## config.mk

```make
export PLATFORM = sky130hd
export DESIGN_NAME = dither_stream_sequencer
export DESIGN_NICKNAME = d
export VERILOG_FILES = /design/src/rtl/dither_stream_sequencer_pkg.sv /design/src/rtl/dither_seq_counter.sv /design/src/rtl/dither_stream_sequencer.sv
export SDC_FILE = /design/constraint.sdc
export NUM_CORES = 1
export LEC_CHECK = 0
export ABC_CLOCK_PERIOD_IN_PS = 2950
export BUFFER_PORTS_ARGS = -buffer_cell sky130_fd_sc_hd__buf_2
export CORE_UTILIZATION = 45
export CTS_BUF_LIST = sky130_fd_sc_hd__clkbuf_8 sky130_fd_sc_hd__clkbuf_16
export CTS_CLUSTER_DIAMETER = 120
export DETAILED_ROUTE_END_ITERATION = 6
export MAX_ROUTING_LAYER = met4
export PLACE_DENSITY = 0.74
export SYNTH_ARGS = -nofsm -noshare
export SYNTH_HDL_FRONTEND = slang
export SYNTH_HIERARCHICAL = 1
export SYNTH_SLANG_ARGS = --single-unit
```

## constraint.sdc

```tcl
create_clock -name clk -period 2.95 [get_ports clk]
set_clock_uncertainty 0.15 [all_clocks]
set_input_delay 0.59 -clock clk [delete_from_list [all_inputs] [get_ports clk]]
set_output_delay 0.59 -clock clk [all_outputs]
set_load 0.01 [all_outputs]
```

## src/rtl/dither_stream_sequencer_pkg.sv

```systemverilog
// Shared definitions for the dither stream sequencer: FSM encoding, minimum
// horizontal blanking and statistics counter width.
// Imported by the top level and by the line/frame counter.
package dither_stream_sequencer_pkg;

  typedef enum logic [2:0] {
    ST_IDLE     = 3'd0,
    ST_WAIT_SOF = 3'd1,
    ST_VSYNC    = 3'd2,
    ST_LINE     = 3'd3,
    ST_HBLANK   = 3'd4
  } seq_state_t;

  // 3 cycles for the datapath error write-back to drain, plus 1 for hsync.
  localparam int MIN_HBLANK = 4;

  localparam int STAT_W = 16;

  // Width of a counter that must hold values 0..cycles.
  function automatic int cnt_width(input int cycles);
    return (cycles < 1) ? 1 : $clog2(cycles + 1);
  endfunction

endpackage

```

## src/rtl/dither_seq_counter.sv

```systemverilog
// Loadable down-counter with a terminal flag raised while the count is 1.
// A load takes priority over a decrement; the flag is decoded from the register.
// Used once for groups-per-line and once for lines-per-frame.
module dither_seq_counter #(
  parameter int W = 10
) (
  input  logic         clk,
  input  logic         rst,
  input  logic         load,
  input  logic [W-1:0] load_val,
  input  logic         dec,
  output logic         last
);

  logic [W-1:0] cnt;

  // Remaining-items register: reload at the start of a run, count down per item.
  always_ff @(posedge clk) begin
    if (rst) begin
      cnt <= '0;
    end else if (load) begin
      cnt <= load_val;
    end else if (dec) begin
      cnt <= cnt - W'(1);
    end
  end

  assign last = (cnt == W'(1));

endmodule

```

## src/rtl/dither_stream_sequencer.sv

```systemverilog
// Frames a valid/ready pixel-group stream into gap-free lines with vsync, drain
// blanking and hsync for the error diffusion datapath. All dith_* outputs are
// registered (1 cycle). Optional stats counters under `DITHER_SEQ_STATS_EN.
module dither_stream_sequencer
  import dither_stream_sequencer_pkg::*;
#(
  parameter int                    INPUT_BITS    = 8,
  parameter int                    PIXEL_RATE    = 4,
  parameter int                    HACT_BITS     = 10,
  parameter int                    VACT_BITS     = 11,
  parameter int                    HBLANK_CYCLES = 4,
  parameter logic [INPUT_BITS-1:0] PAD_VALUE     = '0
) (
  input  logic                             clk,
  input  logic                             rst,
  input  logic [HACT_BITS-1:0]             cfg_hact,
  input  logic [VACT_BITS-1:0]             cfg_vact,
  input  logic                             enable,
  input  logic [INPUT_BITS*PIXEL_RATE-1:0] s_data,
  input  logic                             s_sof,
  input  logic                             s_valid,
  output logic                             s_ready,
  output logic [INPUT_BITS*PIXEL_RATE-1:0] dith_in,
  output logic                             dith_in_valid,
  output logic                             dith_hsync,
  output logic                             dith_vsync,
  output logic                             busy,
  output logic                             underrun,
  output logic [STAT_W-1:0]                frame_cnt,
  output logic [STAT_W-1:0]                underrun_cnt
);

  // Blanking shorter than the drain depth would corrupt the error write-back.
  localparam int HBC  = (HBLANK_CYCLES < MIN_HBLANK) ? MIN_HBLANK : HBLANK_CYCLES;
  localparam int HB_W = cnt_width(HBC);

  seq_state_t           state_q, state_d;
  logic [HACT_BITS-1:0] hact_eff, hact_lat;
  logic [VACT_BITS-1:0] vact_eff;
  logic [HB_W-1:0]      hb_cnt;
  logic                 first_grp;
  logic                 resync_q;
  logic                 x_last, y_last, hb_last;
  logic                 sof_bad, pad;
  logic                 st_vsync, st_line;

  // A zero size would never reach the terminal count, so it is run as 1.
  assign hact_eff = (cfg_hact == '0) ? HACT_BITS'(1) : cfg_hact;
  assign vact_eff = (cfg_vact == '0) ? VACT_BITS'(1) : cfg_vact;

  assign st_vsync = (state_q == ST_VSYNC);
  assign st_line  = (state_q == ST_LINE);
  assign hb_last  = (state_q == ST_HBLANK) && (hb_cnt == HB_W'(HBC - 1));
  assign busy     = (state_q != ST_IDLE);

  dither_seq_counter #(.W(HACT_BITS)) u_x_cnt (
    .clk      (clk),
    .rst      (rst),
    .load     (st_vsync || (st_line && x_last)),
    .load_val (st_vsync ? hact_eff : hact_lat),
    .dec      (st_line),
    .last     (x_last)
  );

  dither_seq_counter #(.W(VACT_BITS)) u_y_cnt (
    .clk      (clk),
    .rst      (rst),
    .load     (st_vsync),
    .load_val (vact_eff),
    .dec      (hb_last),
    .last     (y_last)
  );

  // State register.
  always_ff @(posedge clk) begin
    if (rst) begin
      state_q <= ST_IDLE;
    end else begin
      state_q <= state_d;
    end
  end

  // Next-state: enable is only honoured at frame boundaries; resync forces a new vsync.
  always_comb begin
    state_d = state_q;
    unique case (state_q)
      ST_IDLE: begin
        if (enable) state_d = ST_WAIT_SOF;
      end
      ST_WAIT_SOF: begin
        if (!enable)                 state_d = ST_IDLE;
        else if (s_valid && s_sof)   state_d = ST_VSYNC;
      end
      ST_VSYNC: begin
        state_d = ST_LINE;
      end
      ST_LINE: begin
        if (x_last) state_d = ST_HBLANK;
      end
      ST_HBLANK: begin
        if (hb_last) begin
          if (resync_q)     state_d = ST_VSYNC;
          else if (!y_last) state_d = ST_LINE;
          else if (enable)  state_d = ST_WAIT_SOF;
          else              state_d = ST_IDLE;
        end
      end
      default: begin
        state_d = ST_IDLE;
      end
    endcase
  end

  // Upstream handshake and pad decision. The only input term in s_ready is the
  // sof reject, so an out-of-place sof group stays on the bus for the next frame.
  always_comb begin
    s_ready = 1'b0;
    sof_bad = 1'b0;
    pad     = 1'b0;
    unique case (state_q)
      ST_WAIT_SOF: begin
        s_ready = !(s_valid && s_sof);
      end
      ST_LINE: begin
        sof_bad = s_valid && s_sof && !first_grp;
        pad     = !s_valid || sof_bad || resync_q;
        s_ready = !sof_bad && !resync_q;
      end
      default: begin
        s_ready = 1'b0;
      end
    endcase
  end

  // Frame/line bookkeeping: latched line length, first-group marker, resync flag, blank timer.
  always_ff @(posedge clk) begin
    if (rst) begin
      hact_lat  <= '0;
      first_grp <= 1'b0;
      resync_q  <= 1'b0;
      hb_cnt    <= '0;
    end else begin
      if (st_vsync) begin
        hact_lat  <= hact_eff;
        first_grp <= 1'b1;
        resync_q  <= 1'b0;
      end else if (st_line) begin
        first_grp <= 1'b0;
        if (sof_bad) resync_q <= 1'b1;
      end
      hb_cnt <= (state_q == ST_HBLANK) ? hb_cnt + HB_W'(1) : '0;
    end
  end

  // Registered datapath-facing outputs and the sticky underrun flag.
  always_ff @(posedge clk) begin
    if (rst) begin
      dith_in       <= '0;
      dith_in_valid <= 1'b0;
      dith_hsync    <= 1'b0;
      dith_vsync    <= 1'b0;
      underrun      <= 1'b0;
    end else begin
      dith_in_valid <= st_line;
      dith_in       <= !st_line ? '0 : (pad ? {PIXEL_RATE{PAD_VALUE}} : s_data);
      dith_hsync    <= hb_last;
      dith_vsync    <= st_vsync;
      if (st_vsync)  underrun <= 1'b0;
      else if (pad)  underrun <= 1'b1;
    end
  end

`ifdef DITHER_SEQ_STATS_EN
  logic [STAT_W-1:0] frame_q, urun_q;
  logic              frame_done;

  // A frame abandoned by resync is not counted as completed.
  assign frame_done = hb_last && y_last && !resync_q;

  // Free-running statistics, cleared only by reset.
  always_ff @(posedge clk) begin
    if (rst) begin
      frame_q <= '0;
      urun_q  <= '0;
    end else begin
      if (frame_done) frame_q <= frame_q + STAT_W'(1);
      if (pad)        urun_q  <= urun_q + STAT_W'(1);
    end
  end

  assign frame_cnt    = frame_q;
  assign underrun_cnt = urun_q;
`else
  assign frame_cnt    = '0;
  assign underrun_cnt = '0;
`endif

endmodule

```

==> impl_metrics.json, run 1 <==
{
  "status": "complete, no violations",
  "diodes": 0,
  "die_h_um": 90.7,
  "r2r-start": "u_x_cnt/cnt[1]",
  "ant_nets": 0,
  "ys_types": 55,
  "yosysSeqAreaShare_pct": 42.4,
  "yosysWarnings": 6,
  "avgSynthCellArea_um2": 9.49,
  "cp_top_family": "simple AND/OR/NAND/NOR gates",
  "syn_area_mm2": 0.00354,
  "synth-edff-count": 0,
  "fin_ws_ns": 0.606,
  "worst_pin_slew_ns": 0.722,
  "ir_drop_v": 0.000394,
  "initial_utilization_pct": 47.8,
  "p_switching_mw": 0.524,
  "netlist.top_cell.by_area": "dfxtp_1",
  "relSlewSlack_pct": 51.8,
  "p_int_mw": 1.61,
  "p_comb_share_pct": 9.9,
  "worstHoldPathCells": 1,
  "final_max_slew_viol_count": 0,
  "critPathKind": "flip-flop to flip-flop",
  "drive_above_1_share_pct": 31.7,
  "hp-start": "hb_cnt[0]",
  "cp.arrival_ns": 2.46,
  "grt_max_degree": 33,
  "setup_viol": 0,
  "die_w_um": 90.7,
  "dominantRegCellSynth": "dfxtp_1",
  "areaGrowthSynthToFinish_pct": 16.0,
  "worstSkewPairLatency_ns": 0.34,
  "drt_iter0_drc": 114,
  "synthTopCellsByCount": "75 x dfxtp_1, 34 x and2_1, 32 x buf_4",
  "grt_pass1_wl_um": 10900,
  "drc": 0,
  "crit_slowest_cell": "or3b_2",
  "synth-seq-cells": 75,
  "yosysMostFrequentCell": "dfxtp_1",
  "globalRouteOverflowTotal": 0,
  "period_share_pct": 79.4,
  "holdBufCountCts": 0,
  "fin_cells": 559,
  "drv_cap": 0,
  "synthCells": 373,
  "pwr-share-clk_pct": 40.9,
  "die-area_mm2": 0.00822,
  "h-tree-depth": 3,
  "cts_buffers": 9,
  "slowest_delay_ns": 0.66,
  "synth_top_area_share_pct": 42.4,
  "min_to": "hb_cnt[0]",
  "post_cts_resized": 0,
  "cp-start-kind": "flip-flop",
  "grt_pass1_vias": 2395,
  "timing.fmax_ghz": 0.427,
  "final_nets": 519,
  "finalSetupTns_ns": 0,
  "power_density_mw_per_mm2": 520,
  "wl_per_cell_um": 12.0,
  "cp-end-kind": "flip-flop",
  "finalHoldViolations": 0,
  "cts.path.max_buffers": 2,
  "clockRootBuffer": "clkbuf_8",
  "cts_setup_buffers": 0,
  "io_pins": 128,
  "worstPathMaxFanout": 20,
  "p_seq_share_pct": 49.2,
  "first_pass_iters": 4,
  "dp_hpwl_um": 4890,
  "rows": 31,
  "rsz0062_at_grt": "no",
  "worstRegToRegCells": 7,
  "core_mm2": 0.00741,
  "worst-path-buf-inv": 1,
  "cp_cell_sequence": "inv_1, ha_1, and4_2, nand2_1, nand2_1, or3b_2, o22ai_1",
  "antenna_found_initial": 0,
  "rrSetupSlack_ns": 0.61,
  "whs_ns": 0.272,
  "hold_class": "flip-flop to flip-flop",
  "p_sw_share_pct": 24.6,
  "wl_um": 6710,
  "place_congestion": 0.793,
  "tritoncts_num_sinks": 75,
  "globalRouteTotalUtil_pct": 17.2,
  "dp.cells": 543,
  "port_buffers": 95,
  "postSynth.asyncResetShare_pct": 0,
  "clkSlewWorstSetupHoldPaths_ns": 0.08,
  "synth_area_leaders": "dfxtp_1 42%, buf_4 6.8%, and2_1 6.0%, a21oi_1 4.0%, nor2_1 3.0%",
  "n_fill_cell": 683,
  "critPathRequiredTime_ns": 3.07,
  "p_leak_nw": 2.00,
  "cts_tree": "built",
  "period_needed_ns": 2.34,
  "rr_endpoint": "u_x_cnt/cnt[8]",
  "cpMostUsedCell": "nand2_1",
  "place_worst_setup_slack_ns": 0.641,
  "final_core_util_pct": 55.4,
  "via_count": 2621,
  "viasPerCell": 4.69
}
placed cells by master, fill, tap and decap left out, types with 3 or more instances in the layout:
master	Yosys	final
xor2_1	10	10
mux2i_1	3	3
a211oi_1	4	4
a21oi_1	28	28
nand2b_1	3	3
mux2_2	3	3
mux2_4	6	6
buf_2	5	95
nor3_1	8	8
dfxtp_1	75	75
buf_4	32	4
conb_1	1	32
inv_1	17	17
o21ai_0	3	3
and2_1	34	34
xnor2_1	5	5
ha_1	6	6
clkbuf_8	1	9
nor4_1	6	6
nor2b_1	4	4
o21a_1	9	9
nand2_1	11	11
nor2b_4	7	7
nor2_1	28	28
nor3b_1	6	6
o22ai_1	6	6
cell families (layout without fill, tap and decap cells):
kind of cell | Yosys count | in the layout | share of synthesized area [%]
compound gates | 57 | 57 | 10.0
simple gates | 131 | 131 | 24.0
mux | 12 | 12 | 4.35
fa+ha+maj | 6 | 6 | 2.12
buf+inv | 76 | 132 | 13.2
flops | 75 | 75 | 42.4
xor+xnor | 15 | 15 | 3.71
other cells | 1 | 32 | 0.106
layer usage:
layer  vias to the layer above  global-route usage (%)  part of all wire (%)
li1                       1339                       -                     -
met1                      1184                    20.0                    45
met2                        88                    27.7                    48
met3                        10                    5.22                   5.0
met4                         0                    6.99                   1.7
met5                         -                       -                     0
worst max-delay path by stage:
stage	cells after the start	startpoint	end
after floorplan	9	hb_cnt[0]	u_y_cnt/cnt[5]
after global placement	7	hb_cnt[0]	u_y_cnt/cnt[5]
after detailed placement	7	hb_cnt[0]	u_y_cnt/cnt[5]
after CTS	7	u_x_cnt/cnt[1]	u_x_cnt/cnt[8]
after global routing	7	hb_cnt[0]	u_y_cnt/cnt[5]
final	7	u_x_cnt/cnt[1]	u_x_cnt/cnt[8]
worst register-to-register path, stage by stage (launching register included):
cell and delay, ns:
dfxtp_1 0.36, inv_1 0.07, ha_1 0.17, and4_2 0.19
nand2_1 0.08, nand2_1 0.39, or3b_2 0.67, o22ai_1 0.20
stage by stage:
step                      power [mW]  cell area, um^2
after floorplan                 1.25             3650
after global placement          1.28             3880
after detailed placement        1.28             3880
after CTS                       2.16             4110
after global routing            2.24             4110
final                           2.13             4110
state kept, by name, summed over array words and instances (netlist names):
register,count
dith_hsync,1
dith_in,32
dith_in_valid,1
dith_vsync,1
first_grp,1
hact_lat,10
hb_cnt,3
resync_q,1
state_q,3
u_x_cnt/cnt,10
u_y_cnt/cnt,11
underrun,1
power by group through the flow:
stage          Clock, mW  Sequential [mW]  Combinational (mW)
2_1_floorplan          0             1.07               0.186
3_3_place_gp           0             1.07               0.207
3_5_place_dp           0             1.07               0.210
4_1_cts            0.900             1.05               0.211
5_1_grt            0.953             1.05               0.235
6_report           0.873             1.05               0.212
layout make-up:
class	instances	area, um^2	share of cell area (%)
inverters	17	63.8	1.55
flip-flops and latches	75	1500	36.6
multi-input cells	253	1690	41.1
clock buffers	9	124	3.02
clock inverters	7	101	2.47
repair buffers	99	505	12.3
well taps	99	124	3.02
(Power assumes the default switching activity.)
==> run 2: changes to the inputs <==
- ABC_AREA: default -> 1
- ABC_CLOCK_PERIOD_IN_PS: 2950 -> 2000
- PLACE_DENSITY: 0.74 -> 0.76
- clock period: 2.95 -> 2 ns (I/O delays scaled with it)
==> run 2 against run 1 <==
Compared with the run above:
- critical path depth is 2 lower
- sequential power up 58%
- wire length grew 21%
- global-route usage is 2.7 points higher
- core utilization up 0.92 points
- cell count up 28%
- worst hold slack worse by 0.17 ns
- register-to-register slack lost 0.49 ns
- combinational power rose to 4.4 times the previous value
- clock power grew 55%
- synthesized cell count increased by 37%
- flip-flop and latch count stayed put
- critical endpoint is now s_ready
- largest cell class unchanged
==> impl_metrics.json, run 2 <==
{
  "finalPower_mw": 3.94,
  "critPathKind": "flip-flop to output pin",
  "critPathRequiredTime_ns": 1.45,
  "hp-start": "s_data[22]",
  "rows": 32,
  "die_w_um": 92.0,
  "p_leak_nw": 2.36,
  "diodes": 0,
  "grt_max_degree": 33,
  "slowest_delay_ns": 0.39,
  "dominantRegCellSynth": "dfxtp_1",
  "cts_tree": "built",
  "placed_area_mm2": 0.00409,
  "dp_hpwl_um": 6220,
  "r2r-start": "hb_cnt[0]",
  "place_congestion": 0.907,
  "timing.fmax_ghz": 0.519,
  "status": "complete, no violations",
  "die-area_mm2": 0.00846,
  "cp-end-kind": "output pin",
  "drt_iter0_drc": 154,
  "synth_top_area_share_pct": 41.2,
  "final_max_slew_viol_count": 0,
  "final_cell_mix": "95 x buf_2, 87 x nand2_1, 86 x inv_1",
  "drc": 0,
  "power_density_mw_per_mm2": 901,
  "crit_cells": 5,
  "largestRegisters": "dith_in (32), u_y_cnt/cnt (11)",
  "cts.path.max_buffers": 2,
  "core_mm2": 0.00777,
  "fin_area_mm2": 0.00438,
  "grt_pass1_wl_um": 13000,
  "synthCells": 512,
  "via_count": 3357,
  "netlist.top_cell.by_area": "dfxtp_1",
  "whs_ns": 0.107,
  "place_worst_setup_slack_ns": 0.0793,
  "synth_area_leaders": "dfxtp_1 41%, nand2_1 9.1%, inv_1 8.9%, nor2_1 8.1%, buf_4 7.0%",
  "rsz0062_at_grt": "yes",
  "rrSetupSlack_ns": 0.12,
  "wl_um": 8140,
  "period_share_pct": 96.3,
  "clockRootBuffer": "clkbuf_8",
  "first_pass_iters": 4,
  "yosysWarnings": 6,
  "finalSetupTns_ns": 0,
  "synthTopCellsByCount": "88 x nand2_1, 86 x inv_1, 79 x nor2_1",
  "cp_top_family": "flip-flops",
  "die_h_um": 92.0,
  "synth-seq-cells": 75,
  "setup_viol": 0,
  "regMostFlops": "dith_in",
  "cp_cell_sequence": "nand2_1, nor2_4, buf_4, a22o_1, buf_2",
  "worst-path-buf-inv": 2,
  "globalRouteTotalUtil_pct": 19.9,
  "avgSynthCellArea_um2": 7.12,
  "syn_area_mm2": 0.00364,
  "cp.arrival_ns": 1.38,
  "dp.cells": 699,
  "final_nets": 675,
  "postSynth.asyncResetShare_pct": 0,
  "hold_class": "primary input to flip-flop",
  "cp-start-kind": "flip-flop",
  "drv_cap": 0,
  "areaGrowthSynthToFinish_pct": 20.0,
  "cts_buffers": 9,
  "h-tree-depth": 3,
  "synth-edff-count": 0,
  "globalRouteOverflowTotal": 0,
  "worstHoldPathCells": 3,
  "final_core_util_pct": 56.3,
  "period_needed_ns": 1.93,
  "initial_utilization_pct": 46.9,
  "worstRegToRegCells": 11,
  "io_pins": 128,
  "viasPerCell": 4.68,
  "clkSlewWorstSetupHoldPaths_ns": 0.08,
  "ir_drop_v": 0.000586,
  "ys_types": 37,
  "ant_nets": 0,
  "port_buffers": 95,
  "tritoncts_num_sinks": 75,
  "yosysSeqAreaShare_pct": 41.2,
  "fin_ws_ns": 0.0736,
  "antenna_found_initial": 0,
  "fin_cells": 718,
  "drive_above_1_share_pct": 25.6,
  "worstPathMaxFanout": 10,
  "final_common_cell": "buf_2",
  "crit_slowest_cell": "dfxtp_2",
  "finalHoldViolations": 0,
  "wl_per_cell_um": 11.3,
  "yosysMostFrequentCell": "nand2_1",
  "largest_register_ffs": 32,
  "startpoint": "state_q[0]",
  "grt_pass1_vias": 3036,
  "worstSkewPairLatency_ns": 0.34
}
==> run 2: cell types whose count changed in the layout (fill, tap and decap cells not counted), moves of 8 or more <==
cell,before,now
a22oi_1,0,10
buf_4,4,12
nor2_1,28,77
nand2_1,11,87
inv_1,17,86
xor2_1,10,1
nand3_1,2,35
a21oi_1,28,17
and2_1,34,1
==> run 2: layout make-up <==
type                       count  area [um^2]
fill                         759         3390
clock buffer                  10          138
timing repair buffer         107          566
tap                          102          128
clock inverter                 6         96.3
sequential                    75         1510
inverter                      92          348
multi-input combinational    326         1590
==> run 2: logic make-up (layout without fill, tap and decap cells) <==
kind of cell / after synthesis / count (layout) / synth area share, %
and+or+nand+nor: 236 / 236 / 28.8
buffers and inverters: 142 / 215 / 18.8
DFF: 75 / 75 / 41.2
AOI/OAI and AO/OA: 51 / 51 / 8.72
adders and majority gates: 6 / 6 / 2.06
other: 1 / 32 / 0.103
xor gates and xnor gates: 1 / 1 / 0.240
==> run 2: tightest hold or removal path: stages <==
cell,delay (ns)
buf_2,0.10
inv_1,0.04
nor2_1,0.03
==> run 2: per-layer routing <==
layer | global-route usage (%) | wire (um) | up-vias
li1 | - | - | 1699
met1 | 21.4 | 3280 | 1538
met2 | 34.4 | 4210 | 93
met3 | 4.89 | 352 | 27
met4 | 9.38 | 291 | 0
met5 | - | 0 | -
==> run 2: worst paths after layout <==
path	to
worst max-delay path	s_ready
worst min-delay path	dith_in[22]
worst min register to register	hb_cnt[0]
worst max register to register	u_y_cnt/cnt[8]
==> run 2: report_power, final <==
part / leakage (nW) / internal, mW / switching, mW
Sequential: 0.609 / 1.59 / 0.0666
Combinational: 1.63 / 0.350 / 0.590
Clock: 0.115 / 0.752 / 0.596
==> run 2: what timing repair did <==
item	in CTS	in global routing
setup buffers	0	3
setup endpoints to repair	1	10
hold buffers	0	0
endpoints found under the hold margin	0	0
resized for setup	1	8
pin swaps	0	1
==> run 3: changes to the inputs <==
- REMOVE_ABC_BUFFERS: default -> 1
==> run 3 against run 2 <==
Compared with the run above:
- flip-flop and latch count unchanged
- global-route usage down 0.49 points
- first-iteration DRC count is 1.9% higher
- fmax grew 1.1%
- power decreased by 7.7%
- sequential share of layout area grew 0.73 points
- highest routed layer unchanged
==> impl_metrics.json, run 3 (synthesis gave the netlist of run 2 again) <==
{
  "status": "complete, no violations",
  "critPathKind": "flip-flop to output pin",
  "fin_area_mm2": 0.00429,
  "final_cell_mix": "95 x buf_2, 87 x nand2_1, 86 x inv_1",
  "final_common_cell": "buf_2",
  "largest_register_ffs": 32,
  "gr-usage-met3_pct": 4.98,
  "via_count": 3295,
  "die-area_mm2": 0.00846,
  "p_sw_share_pct": 34.2,
  "first_pass_iters": 4,
  "fin_cells": 713,
  "antenna_found_initial": 0,
  "whs_ns": 0.0976,
  "ant_nets": 0,
  "port_buffers": 95,
  "p_switching_mw": 1.24,
  "cp-start-kind": "flip-flop",
  "p_leak_nw": 2.31,
  "grt_max_degree": 33,
  "wl_per_cell_um": 10.9,
  "io_pins": 128,
  "rrSetupSlack_ns": 0.14,
  "critPathRequiredTime_ns": 1.45,
  "p_comb_share_pct": 24.8,
  "period_share_pct": 95.3,
  "viasPerCell": 4.62,
  "globalRouteOverflowTotal": 0,
  "grt-busiest-layer": "met2",
  "holdBufCountCts": 0,
  "pwr-share-clk_pct": 29.6,
  "met1_usage_pct": 20.3,
  "finalHoldViolations": 0,
  "cp-end-kind": "output pin",
  "grt_pass1_wl_um": 12900,
  "place_congestion": 0.925,
  "initial_utilization_pct": 46.9,
  "wl_um": 7790,
  "die_w_um": 92.0,
  "dp.cells": 695,
  "largestRegisters": "dith_in (32), u_y_cnt/cnt (11)",
  "finalPower_mw": 3.64,
  "cts_tree": "built",
  "n_fill_cell": 765,
  "worstSkewPairLatency_ns": 0.35,
  "clockRootBuffer": "clkbuf_8",
  "clkSlewWorstSetupHoldPaths_ns": 0.09,
  "tritoncts_num_sinks": 75,
  "p_seq_share_pct": 45.6,
  "cts_buffers": 9,
  "regMostFlops": "dith_in",
  "period_needed_ns": 1.91,
  "worstPathMaxFanout": 10,
  "ir_drop_v": 0.000419,
  "placed_area_mm2": 0.00406,
  "cp.arrival_ns": 1.36,
  "final_max_slew_viol_count": 0,
  "areaGrowthSynthToFinish_pct": 17.7,
  "rows": 32,
  "dp_hpwl_um": 5990,
  "drv_cap": 0,
  "h-tree-depth": 3,
  "core_mm2": 0.00777,
  "hold_class": "primary input to flip-flop",
  "globalRouteTotalUtil_pct": 19.4,
  "drc": 0,
  "setup_viol": 0,
  "drive_above_1_share_pct": 25.0,
  "final_core_util_pct": 55.3,
  "p_int_mw": 2.40,
  "power_density_mw_per_mm2": 848,
  "grt_pass1_vias": 3111,
  "final_nets": 670,
  "diodes": 0,
  "cts.path.max_buffers": 2,
  "timing.fmax_ghz": 0.525,
  "met2_usage_pct": 35.5,
  "rsz0062_at_grt": "yes",
  "drt_iter0_drc": 157,
  "die_h_um": 92.0
}
-- run 3: cell type report --
class	instances	area [um^2]	area share, %
inverter	92	348	8.10
multi-input combinational	326	1590	37.0
clock buffer	9	124	2.89
sequential	75	1510	35.2
clock inverter	7	61.3	1.43
timing repair buffer	102	532	12.4
tap	102	128	2.97
-- run 3: layer usage --
layer	vias to the layer above	wire length, um
li1	1689	-
met1	1498	3230
met2	97	4050
met3	11	407
met4	0	92
met5	-	0
-- run 3: final timing paths --
check | startpoint | depth (start not counted) | end
worst max register to register | hb_cnt[0] | 10 | u_y_cnt/cnt[5]
worst min register to register | hb_cnt[0] | 1 | hb_cnt[0]
worst max-delay path | state_q[1] | 5 | s_ready
worst min-delay path | s_data[24] | 3 | dith_in[24]
-- run 3: repair_timing --
| action | 4_1_cts | 5_1_grt |
|---|---|---|
| gates resized for setup | 2 | 9 |
| pin swaps | 0 | 1 |
| setup endpoints to repair | 1 | 9 |
| buffers inserted | 0 | 2 |
-- run 3: critical path, stage by stage, from the launching register on --
cell and delay [ns]:
dfxtp_4 0.39, nand2_1 0.10, nor2_4 0.12, buf_6 0.15
a22o_1 0.12, buf_2 0.12
-- run 3: stage by stage --
step	setup TNS [ns]	worst slack, ns
after global placement	0	0.150
final	0	0.0937
after floorplan	0	0.0598
after detailed placement	0	0.0937
after CTS	0	0.0447
after global routing	-0.0143	-0.0143
-- run 3: power by group through the flow --
stage               Sequential (mW)  Combinational, mW  Clock (mW)
CTS                            1.66              0.895        1.11
global route                   1.67               1.02        1.18
detailed placement             1.69              0.890           0
floorplan                      1.68              0.639           0
finish                         1.66              0.903        1.08
global placement               1.69              0.868           0
